===== src/rtl/hbm_rd_dma_pkg.sv =====
// Shared definitions for the HBM AXI read DMA: FSM state encoding and the
// AXI constants the burst engine relies on.
`timescale 1ns/1ps
package hbm_rd_dma_pkg;

    typedef enum logic [1:0] {
        ST_IDLE = 2'd0,
        ST_ADDR = 2'd1,
        ST_DATA = 2'd2,
        ST_DONE = 2'd3
    } hbm_rd_state_e;

    localparam logic [1:0] AXI_BURST_INCR = 2'b01;
    localparam logic [1:0] AXI_RESP_OKAY  = 2'b00;
    localparam int         BOUNDARY_4K    = 4096;
    localparam int         CMD_BEATS_W    = 20;

endpackage


===== src/rtl/hbm_rd_burst_calc.sv =====
// Combinational burst sizing: the next AR burst is the smallest of the beats
// still owed, the configured maximum, and the beats left before the 4 KB page
// boundary, so a burst never crosses a page.
`timescale 1ns/1ps
module hbm_rd_burst_calc
    import hbm_rd_dma_pkg::*;
#(
    parameter int M_AXI_DATA_WIDTH = 128,
    parameter int MAX_BURST_LEN    = 16
) (
    input  logic [11:0]            addr,
    input  logic [CMD_BEATS_W-1:0] remaining,
    output logic [8:0]             beats
);

    localparam int                     BYTES_LG = $clog2(M_AXI_DATA_WIDTH / 8);
    localparam logic [CMD_BEATS_W-1:0] MAX_LEN  = CMD_BEATS_W'(MAX_BURST_LEN);

    logic [12:0]            to_boundary;
    logic [CMD_BEATS_W-1:0] page_beats;
    logic [CMD_BEATS_W-1:0] pick;

    // Minimum of remaining beats, maximum burst and beats left in the page
    always_comb begin
        to_boundary = 13'(BOUNDARY_4K) - {1'b0, addr};
        page_beats  = CMD_BEATS_W'(to_boundary >> BYTES_LG);
        pick        = remaining;
        if (pick > MAX_LEN) begin
            pick = MAX_LEN;
        end
        if (pick > page_beats) begin
            pick = page_beats;
        end
        beats = 9'(pick);
    end

endmodule


===== src/rtl/hbm_axi_rd_dma.sv =====
// HBM AXI read DMA: turns a (start address, beat count) command into a
// sequence of page-safe INCR bursts with one burst outstanding, and passes
// the read data straight through to a valid/ready stream.
// Optional build macro HBM_RD_RESP_CHECK_EN adds a sticky err flag for bad
// RRESP, wrong RID or RLAST disagreeing with the internal beat counter.
//
// Handshake rule for cmd, dout and AXI channels: a transfer happens on a
// rising clock edge where valid and ready are both 1; valid never waits on
// ready, and data is taken only on that edge.
`timescale 1ns/1ps
module hbm_axi_rd_dma
    import hbm_rd_dma_pkg::*;
#(
    parameter int M_AXI_ID_WIDTH   = 2,
    parameter int M_AXI_DATA_WIDTH = 128,
    parameter int M_AXI_ADDR_WIDTH = 32,
    parameter int MAX_BURST_LEN    = 16,
    parameter int RD_ID            = 0
) (
    input  logic                          M_AXI_ACLK,
    input  logic                          M_AXI_ARESETN,
    input  logic                          cmd_valid,
    output logic                          cmd_ready,
    input  logic [M_AXI_ADDR_WIDTH-1:0]   cmd_addr,
    input  logic [CMD_BEATS_W-1:0]        cmd_beats,
    output logic                          dout_valid,
    input  logic                          dout_ready,
    output logic [M_AXI_DATA_WIDTH-1:0]   dout_data,
    output logic                          dout_last,
    output logic                          busy,
    output logic                          done,
    output logic                          err,
    output logic [1:0]                    state_dbg,
    output logic [M_AXI_ID_WIDTH-1:0]     M_AXI_ARID,
    output logic [M_AXI_ADDR_WIDTH-1:0]   M_AXI_ARADDR,
    output logic [7:0]                    M_AXI_ARLEN,
    output logic [2:0]                    M_AXI_ARSIZE,
    output logic [1:0]                    M_AXI_ARBURST,
    output logic                          M_AXI_ARLOCK,
    output logic [3:0]                    M_AXI_ARCACHE,
    output logic [2:0]                    M_AXI_ARPROT,
    output logic [3:0]                    M_AXI_ARQOS,
    output logic                          M_AXI_ARVALID,
    input  logic                          M_AXI_ARREADY,
    input  logic [M_AXI_ID_WIDTH-1:0]     M_AXI_RID,
    input  logic [M_AXI_DATA_WIDTH-1:0]   M_AXI_RDATA,
    input  logic [1:0]                    M_AXI_RRESP,
    input  logic                          M_AXI_RLAST,
    input  logic                          M_AXI_RVALID,
    output logic                          M_AXI_RREADY
);

    localparam int BYTES_LG = $clog2(M_AXI_DATA_WIDTH / 8);
    localparam logic [M_AXI_ADDR_WIDTH-1:0] ALIGN_MASK =
        ~(M_AXI_ADDR_WIDTH'(M_AXI_DATA_WIDTH / 8 - 1));
    localparam logic [M_AXI_ID_WIDTH-1:0] RD_ID_V = M_AXI_ID_WIDTH'(RD_ID);

    hbm_rd_state_e              state;
    hbm_rd_state_e              state_nxt;
    logic [M_AXI_ADDR_WIDTH-1:0] addr_q;
    logic [CMD_BEATS_W-1:0]     remaining_q;
    logic [8:0]                 burst_q;
    logic [8:0]                 beat_left_q;
    logic [8:0]                 calc_beats;
    logic                       cmd_fire;
    logic                       ar_fire;
    logic                       r_fire;
    logic                       burst_end;

    hbm_rd_burst_calc #(
        .M_AXI_DATA_WIDTH (M_AXI_DATA_WIDTH),
        .MAX_BURST_LEN    (MAX_BURST_LEN)
    ) u_burst_calc (
        .addr      (addr_q[11:0]),
        .remaining (remaining_q),
        .beats     (calc_beats)
    );

    // Command side: only accepted when idle and out of reset
    assign cmd_ready = (state == ST_IDLE) && M_AXI_ARESETN;
    assign cmd_fire  = cmd_valid && cmd_ready;

    // AR channel: addr_q/remaining_q are frozen in ADDR, so ARADDR/ARLEN hold
    assign M_AXI_ARVALID = (state == ST_ADDR);
    assign ar_fire       = M_AXI_ARVALID && M_AXI_ARREADY;
    assign M_AXI_ARADDR  = addr_q;
    assign M_AXI_ARLEN   = (state == ST_ADDR) ? 8'(calc_beats - 9'd1) : 8'd0;
    assign M_AXI_ARSIZE  = 3'(BYTES_LG);
    assign M_AXI_ARBURST = AXI_BURST_INCR;
    assign M_AXI_ARID    = RD_ID_V;
    assign M_AXI_ARLOCK  = 1'b0;
    assign M_AXI_ARCACHE = 4'd0;
    assign M_AXI_ARPROT  = 3'd0;
    assign M_AXI_ARQOS   = 4'd0;

    // R channel is a zero-latency pass-through while in DATA
    assign M_AXI_RREADY = (state == ST_DATA) && dout_ready;
    assign dout_valid   = (state == ST_DATA) && M_AXI_RVALID;
    assign dout_data    = (state == ST_DATA) ? M_AXI_RDATA : '0;
    assign r_fire       = dout_valid && dout_ready;
    assign burst_end    = (beat_left_q == 9'd1);
    assign dout_last    = dout_valid && (remaining_q == CMD_BEATS_W'(1));

    assign busy      = (state != ST_IDLE);
    assign done      = (state == ST_DONE);
    assign state_dbg = state;

    // Next-state decode; end of burst comes from the beat counter, not RLAST
    always_comb begin
        state_nxt = state;
        case (state)
            ST_IDLE: begin
                if (cmd_fire) begin
                    state_nxt = (cmd_beats == '0) ? ST_DONE : ST_ADDR;
                end
            end
            ST_ADDR: begin
                if (ar_fire) begin
                    state_nxt = ST_DATA;
                end
            end
            ST_DATA: begin
                if (r_fire && burst_end) begin
                    state_nxt = (remaining_q == CMD_BEATS_W'(1)) ? ST_DONE : ST_ADDR;
                end
            end
            ST_DONE: state_nxt = ST_IDLE;
            default: state_nxt = ST_IDLE;
        endcase
    end

    // State, address walk and beat accounting
    always_ff @(posedge M_AXI_ACLK or negedge M_AXI_ARESETN) begin
        if (!M_AXI_ARESETN) begin
            state       <= ST_IDLE;
            addr_q      <= '0;
            remaining_q <= '0;
            burst_q     <= '0;
            beat_left_q <= '0;
        end else begin
            state <= state_nxt;
            if (cmd_fire) begin
                addr_q      <= cmd_addr & ALIGN_MASK;
                remaining_q <= cmd_beats;
            end
            if (ar_fire) begin
                burst_q     <= calc_beats;
                beat_left_q <= calc_beats;
            end
            if (r_fire) begin
                remaining_q <= remaining_q - CMD_BEATS_W'(1);
                beat_left_q <= beat_left_q - 9'd1;
                if (burst_end) begin
                    addr_q <= addr_q + (M_AXI_ADDR_WIDTH'(burst_q) << BYTES_LG);
                end
            end
        end
    end

`ifdef HBM_RD_RESP_CHECK_EN
    logic err_q;
    logic resp_bad;

    assign resp_bad = (M_AXI_RRESP != AXI_RESP_OKAY) || (M_AXI_RID != RD_ID_V) ||
                      (M_AXI_RLAST != burst_end);

    // Sticky error, cleared when the next command is accepted
    always_ff @(posedge M_AXI_ACLK or negedge M_AXI_ARESETN) begin
        if (!M_AXI_ARESETN) begin
            err_q <= 1'b0;
        end else if (cmd_fire) begin
            err_q <= 1'b0;
        end else if (r_fire && resp_bad) begin
            err_q <= 1'b1;
        end
    end

    assign err = err_q;
`else
    logic unused_r_status;

    assign err             = 1'b0;
    assign unused_r_status = ^{M_AXI_RID, M_AXI_RRESP, M_AXI_RLAST};
`endif

endmodule


===== config.mk =====
export PLATFORM = sky130hd
export DESIGN_NAME = hbm_axi_rd_dma
export DESIGN_NICKNAME = d
export VERILOG_FILES = /design/src/rtl/hbm_rd_dma_pkg.sv /design/src/rtl/hbm_rd_burst_calc.sv /design/src/rtl/hbm_axi_rd_dma.sv
export SDC_FILE = /design/constraint.sdc
export NUM_CORES = 1
export LEC_CHECK = 0
export ABC_AREA = 1
export ABC_CLOCK_PERIOD_IN_PS = 3500
export CAP_MARGIN = 20
export CORE_AREA = 2 2 150 152
export DETAILED_ROUTE_END_ITERATION = 8
export DIE_AREA = 0 0 152 154
export PLACE_DENSITY = 0.77
export SLEW_MARGIN = 0
export SYNTH_ARGS = -nofsm -noshare
export SYNTH_HDL_FRONTEND = slang
export SYNTH_SLANG_ARGS = --single-unit

===== constraint.sdc =====
create_clock -name M_AXI_ACLK -period 3.5 [get_ports M_AXI_ACLK]
set_input_delay 1.05 -clock M_AXI_ACLK [delete_from_list [all_inputs] [get_ports M_AXI_ACLK]]
set_output_delay 1.05 -clock M_AXI_ACLK [all_outputs]
set_load 0.01 [all_outputs]

Word-level counts from Yosys, hierarchy flattened. Cells that the tools add are included.

Reductions and logical operators: 14. Magnitude comparators: 2. Eq/ne operators: 8. Divide/modulo/power cells: 0. Muxes and demuxes: 17. Bitwise gates (word level): 0. Add/subtract/negate cells: 5. Shifts and indexed selects: 0. $mul: 0.

Operator list (number): $mux 128 (1); $mux 32 (3); $mux 20 (3); $add 32x13->32 (1); $mux 9 (3); $eq 20x1->1 const B (1); $gt 20x5->1 const B (1); $gt 20x9->1 (1); $logic_not 20->1 (1); $sub 20x1->20 const B (1); $sub 13x12->13 const A (1); $mux 2 (5); $eq 9x1->1 const B (1); $sub 9x1->9 const B (1); $logic_and 1x1->1 (8); $mux 8 (1); $pmux 2 s4 (1); $sub 8x1->8 const B (1); $reduce_bool 2->1 (3); $eq 2x2->1 const B (2); $ne 2x1->1 const B (2); $reduce_and 3->1 (1); $eq 2x1->1 const B (1); $logic_not 2->1 (1); $ne 2x2->1 const B (1).

Output and inout bits: 197. Memories kept: 0. Memory bits (writable): 0. Flip-flop bits (word level): 72. Bits of input ports: 191. Latch bits: 0. Word-level logic and storage cells: 51. Bits in read-only memories: 0.

Depth between registers and ports, before layout.
Word-level depth: 6. Mapped depth: 25. Depth with buffers taken out: 25.

Modules after synthesis. From an unflattened synthesis, not the netlist that was laid out.

Cells, all modules: 1222. Area, all modules: 7105.6 um2.

Modules (own cells, without submodules): hbm_axi_rd_dma (sequential area each 1801.7 um2, cells an instance 1095, instances 1, area each 6449.9 um2); hbm_rd_burst_calc (sequential area each 0.0 um2, cells an instance 127, instances 1, area each 655.6 um2).

Worst setup path after synthesis. OpenSTA, ideal clock, no wires.

Path type: register to output. From: reg remaining_q[0]. To: out M_AXI_ARLEN[4]. Cell stages (with the launch flop): 25. Data required time: 2.450 ns. Path buffers: 0. Data arrival time: 2.749 ns. Slack: -0.299 ns. Path through: dfrtp_1 inv_1 ha_1 nand2_1 inv_1 nand2_1 nor2_2 nand2_2 nand2_4 nand3_1 inv_1 ha_1 nand2_1 inv_1 nand2_1 nand2_1 nand2_1 nand3_2 nand2_2 nand2_1 nand2_2 ha_1 nand3_1 xor2_1 nor2_1.

Word-level cells in the longest chain between the ends: 6.

RTL lines: start: declaration (RTL line hbm_axi_rd_dma.sv:61) `logic [CMD_BEATS_W-1:0] remaining_q;`; start signal: assignment (RTL line hbm_axi_rd_dma.sv:144) `remaining_q <= cmd_beats;`; start signal: assignment (RTL line hbm_axi_rd_dma.sv:151) `remaining_q <= remaining_q - CMD_BEATS_W'(1);`; $gt 20x5->1 (RTL line hbm_rd_burst_calc.sv:28) `if (pick > MAX_LEN) begin`; $mux 20 * (RTL line hbm_rd_burst_calc.sv:28); $gt 20x9->1 (RTL line hbm_rd_burst_calc.sv:31) `if (pick > page_beats) begin`; $mux 9 * (RTL line hbm_rd_burst_calc.sv:31); $sub 8x1->8 * (RTL line hbm_axi_rd_dma.sv:87) `assign M_AXI_ARLEN = (state == ST_ADDR) ? 8'(calc_beats - 9'd1) : 8'd0;`; $mux 8 * (RTL line hbm_axi_rd_dma.sv:87); end: declaration (RTL line hbm_axi_rd_dma.sv:36) `output logic [7:0] M_AXI_ARLEN,`.

Mark *: on every way between the ends. The rest lies on a longest branch, timed or not.

Worst setup path after layout.
From: reg addr_q[0], in the netlist M_AXI_ARADDR[0]. To: out M_AXI_ARLEN[6].

Word-level cells in the longest chain between the ends: 5.

RTL lines: start: declaration (RTL line hbm_axi_rd_dma.sv:60) `logic [M_AXI_ADDR_WIDTH-1:0] addr_q;`; start signal: assignment (RTL line hbm_axi_rd_dma.sv:143) `addr_q <= cmd_addr & ALIGN_MASK;`; start signal: assignment (RTL line hbm_axi_rd_dma.sv:154) `addr_q <= addr_q + (M_AXI_ADDR_WIDTH'(burst_q) << BYTES_LG);`; $sub 13x12->13 * (RTL line hbm_rd_burst_calc.sv:25) `to_boundary = 13'(BOUNDARY_4K) - {1'b0, addr};`; $gt 20x9->1 (RTL line hbm_rd_burst_calc.sv:31); $mux 9 * (RTL line hbm_rd_burst_calc.sv:31); $sub 8x1->8 * (RTL line hbm_axi_rd_dma.sv:87); $mux 8 * (RTL line hbm_axi_rd_dma.sv:87).

Marked as above.

==> flow_summary.json <==
{
  "yosysWarnings": 0,
  "cpMostUsedCell": "nand2_2",
  "worstMarginPinSlew_ns": 0.711,
  "total_power_mw": 8.33,
  "ys_async_sr_fraction": 1.00,
  "num_vias": 8845,
  "dp_cells": 1800,
  "cts_sinks": 72,
  "hpwl_um": 26200,
  "final_common_cell": "clkdlybuf4s50_1",
  "grt_max_degree": 132,
  "synth_area_mm2": 0.00690,
  "synth_cell_types": 50,
  "worstPathRequired_ns": 2.45,
  "nNetsFinal": 1772,
  "holdCritPathClass": "reg2reg",
  "p_leak_nw": 6.00,
  "crit_start": "M_AXI_ARADDR[0]",
  "drt_iter0_drc": 696,
  "hold_viol_final": 0,
  "drc": 0,
  "setup_ws_ns": -0.752,
  "io_buffers": 358,
  "drt.antenna.violating_nets": 0,
  "placed_cell_area_mm2": 0.0114,
  "grt_pass1_wl_um": 47800,
  "synthCells": 1102,
  "ctsHoldBuffers": 0,
  "fin_area_mm2": 0.0121,
  "rsz0062_at_grt": "true",
  "r2r_cells": 19,
  "layout_common_cells": "349 x clkdlybuf4s50_1, 226 x inv_1, 198 x nand2_1",
  "max_slew_margin": 0.526,
  "cts_tree": "done",
  "place_congestion": 0.930,
  "ys_seq_area_frac": 0.261,
  "die_x_um": 152,
  "track_usage": 0.262,
  "vias_per_cell": 4.80,
  "ys.flop_type": "dfrtp_1",
  "synth_edf_count": 0,
  "die_h_um": 154,
  "cts.htree.levels": 3,
  "clock-root-buffer": "clkbuf_16",
  "fmax_ghz": 0.235,
  "drv_slew": 0,
  "initial_core_util": 0.318,
  "min_from": "burst_q[0]",
  "cp.arrival_ns": 3.20,
  "die_area_mm2": 0.0234,
  "overflow": 0,
  "p_per_area_mw_per_mm2": 687,
  "io_pins": 388,
  "status": "finished with violations",
  "path_cells": "nor3_4 -> nand4_1 -> nor2_2 -> inv_2 -> nand2_4 -> ha_4 -> nand2_2 -> inv_2 -> nand2_2 -> nor2_4 -> nand2_2 -> nand3_4 -> buf_6 -> nand3_1 -> nand2_2 -> nand2_1 -> nor2_4 -> nand3_1 -> nand2_1 -> nor2_2 -> buf_2",
  "syn_to_final_growth_pct": 75.7,
  "cts_buffers": 9,
  "holdWs_ns": 0.496,
  "skew_ns": 0.00721,
  "period_needed_ns": 4.25,
  "crit_slowest_cell": "dfrtp_1",
  "layout-drive-gt1-share": 0.174,
  "vdd_drop_max_mv": 0.414,
  "multiInputGateArea_mm2": 0.00429,
  "yosys_register_bits": 72,
  "clk_path_buf_depth": 2,
  "clk_pin_slew_worst_paths_ns": 0.06,
  "crit-reg2reg-launch": "M_AXI_ARADDR[0]",
  "wirelength_um": 32600,
  "fin_cells": 1841,
  "coreArea_mm2": 0.0217,
  "row_count": 54,
  "critPathMaxFanout": 7,
  "diodes": 0,
  "finalCritPeriodShare": 1.21,
  "hold_path_depth": 2,
  "path_class": "reg2out",
  "dr.pass1.iters": 5,
  "critPathMaxStageDelay_ns": 0.41,
  "violations": "negative setup slack",
  "cp-start-kind": "flip-flop",
  "setup_violations": 8,
  "reg2reg_slack_ns": 0.60,
  "antenna_found_initial": 0,
  "worstSetupEndpointType": "output port",
  "syn_avg_cell_area_um2": 6.27,
  "rr_endpoint": "beat_left_q[4]",
  "clk-insertion-delay-late_ns": 0.35,
  "cap_violations": 0,
  "setup_tns_ns": -5.41,
  "fillCellCount": 2018,
  "grt_pass1_vias": 8380,
  "regArea_mm2": 0.00180,
  "min_to": "burst_q[0]",
  "routedWlPerCell_um": 17.7
}
routing by layer:
layer  part of all wire  up-vias  global-route usage
met5                  0        -                   0
met4              0.020        0              0.0628
met3              0.071       48              0.0505
met2               0.48      410               0.443
met1               0.43     4126               0.345
li1                   -     4261                   -
what timing repair did:
item,CTS,global route
endpoints found under the hold margin,0,0
resized for setup,48,36
pin swaps,20,36
setup buffers,16,9
setup endpoints to repair,8,9
flip-flops by register name, indices dropped and copies added (netlist names):
| signal | flops |
|---|---|
| beat_left_q | 9 |
| state_dbg | 2 |
| burst_q | 9 |
| remaining_q | 20 |
| M_AXI_ARADDR | 32 |
worst max-delay path by stage:
| stage | cells past startpoint | end | slack (ns) |
|---|---|---|---|
| finish | 21 | M_AXI_ARLEN[6] | -0.75 |
| global route | 25 | M_AXI_ARLEN[5] | -0.90 |
| CTS | 20 | M_AXI_ARLEN[4] | -0.69 |
| detailed placement | 17 | M_AXI_ARLEN[4] | -0.78 |
| global placement | 22 | M_AXI_ARLEN[4] | -0.67 |
| floorplan | 21 | M_AXI_ARLEN[4] | -0.18 |
area by class of cell:
cell class | count | share of cell area
inverters | 246 | 0.0765
well taps | 280 | 0.0289
repair buffers | 474 | 0.367
multi-input cells | 753 | 0.354
flip-flops and latches | 72 | 0.149
clock inverters | 4 | 0.00423
clock buffers | 12 | 0.0211
stage by stage:
stage / setup slack [ns] / util
after floorplan: -0.176 / -
after global placement: -0.670 / 0.528
after global routing: -0.897 / 0.559
final: -0.752 / 0.559
after detailed placement: -0.778 / 0.528
after CTS: -0.694 / 0.549
cell usage after synthesis (2+ instances only):
cell type | number | area share
inv_1 | 232 | 0.13
nand2_1 | 218 | 0.12
nor2_1 | 188 | 0.10
dfrtp_1 | 72 | 0.26
nand3_1 | 53 | 0.038
o21ai_0 | 45 | 0.033
ha_1 | 24 | 0.043
buf_4 | 23 | 0.025
nand4_1 | 22 | 0.020
xor2_1 | 22 | 0.028
nand2_2 | 19 | 0.017
clkbuf_1 | 18 | 0.0098
o211ai_1 | 18 | 0.020
a21oi_1 | 14 | 0.010
inv_2 | 14 | 0.0076
nor3_1 | 10 | 0.0072
buf_2 | 8 | 0.0058
nand2_4 | 8 | 0.013
nor2_4 | 8 | 0.013
nor4_1 | 8 | 0.0072
nor2_2 | 7 | 0.0063
o311ai_0 | 7 | 0.0089
nand3_2 | 6 | 0.0087
o21ai_1 | 6 | 0.0043
o221ai_1 | 5 | 0.0063
a31oi_1 | 4 | 0.0036
buf_1 | 4 | 0.0022
o22ai_1 | 4 | 0.0036
or2_2 | 4 | 0.0036
o21ai_2 | 3 | 0.0038
xnor2_1 | 3 | 0.0038
conb_1 | 2 | 0.0011
mux2i_1 | 2 | 0.0029
nor3_2 | 2 | 0.0029
nor3_4 | 2 | 0.0047
o31ai_1 | 2 | 0.0022
or2_1 | 2 | 0.0018
cell families (layout without fill, tap and decap cells):
kind of cell,Yosys count,count (layout),synth area share
adders and majority gates,25,25,0.0464
and+or+nand+nor,563,563,0.377
buffers and inverters,299,736,0.177
other,2,24,0.00109
muxes,2,2,0.00290
DFF,72,72,0.261
AOI/OAI and AO/OA,114,114,0.103
xor gates and xnor gates,25,25,0.0317
report_power, final:
part	switching, mW	internal, mW
Clock	0.380	0.593
Sequential	0.406	1.20
Combinational	3.08	2.67
critical path: cells and delay by family (launching register included):
family	cells	cell delay [ns]
DFF	1	0.41
and+or+nand+nor	16	1.89
adders and majority gates	1	0.13
buffers and inverters	4	0.40
(Power assumes the default switching activity.)
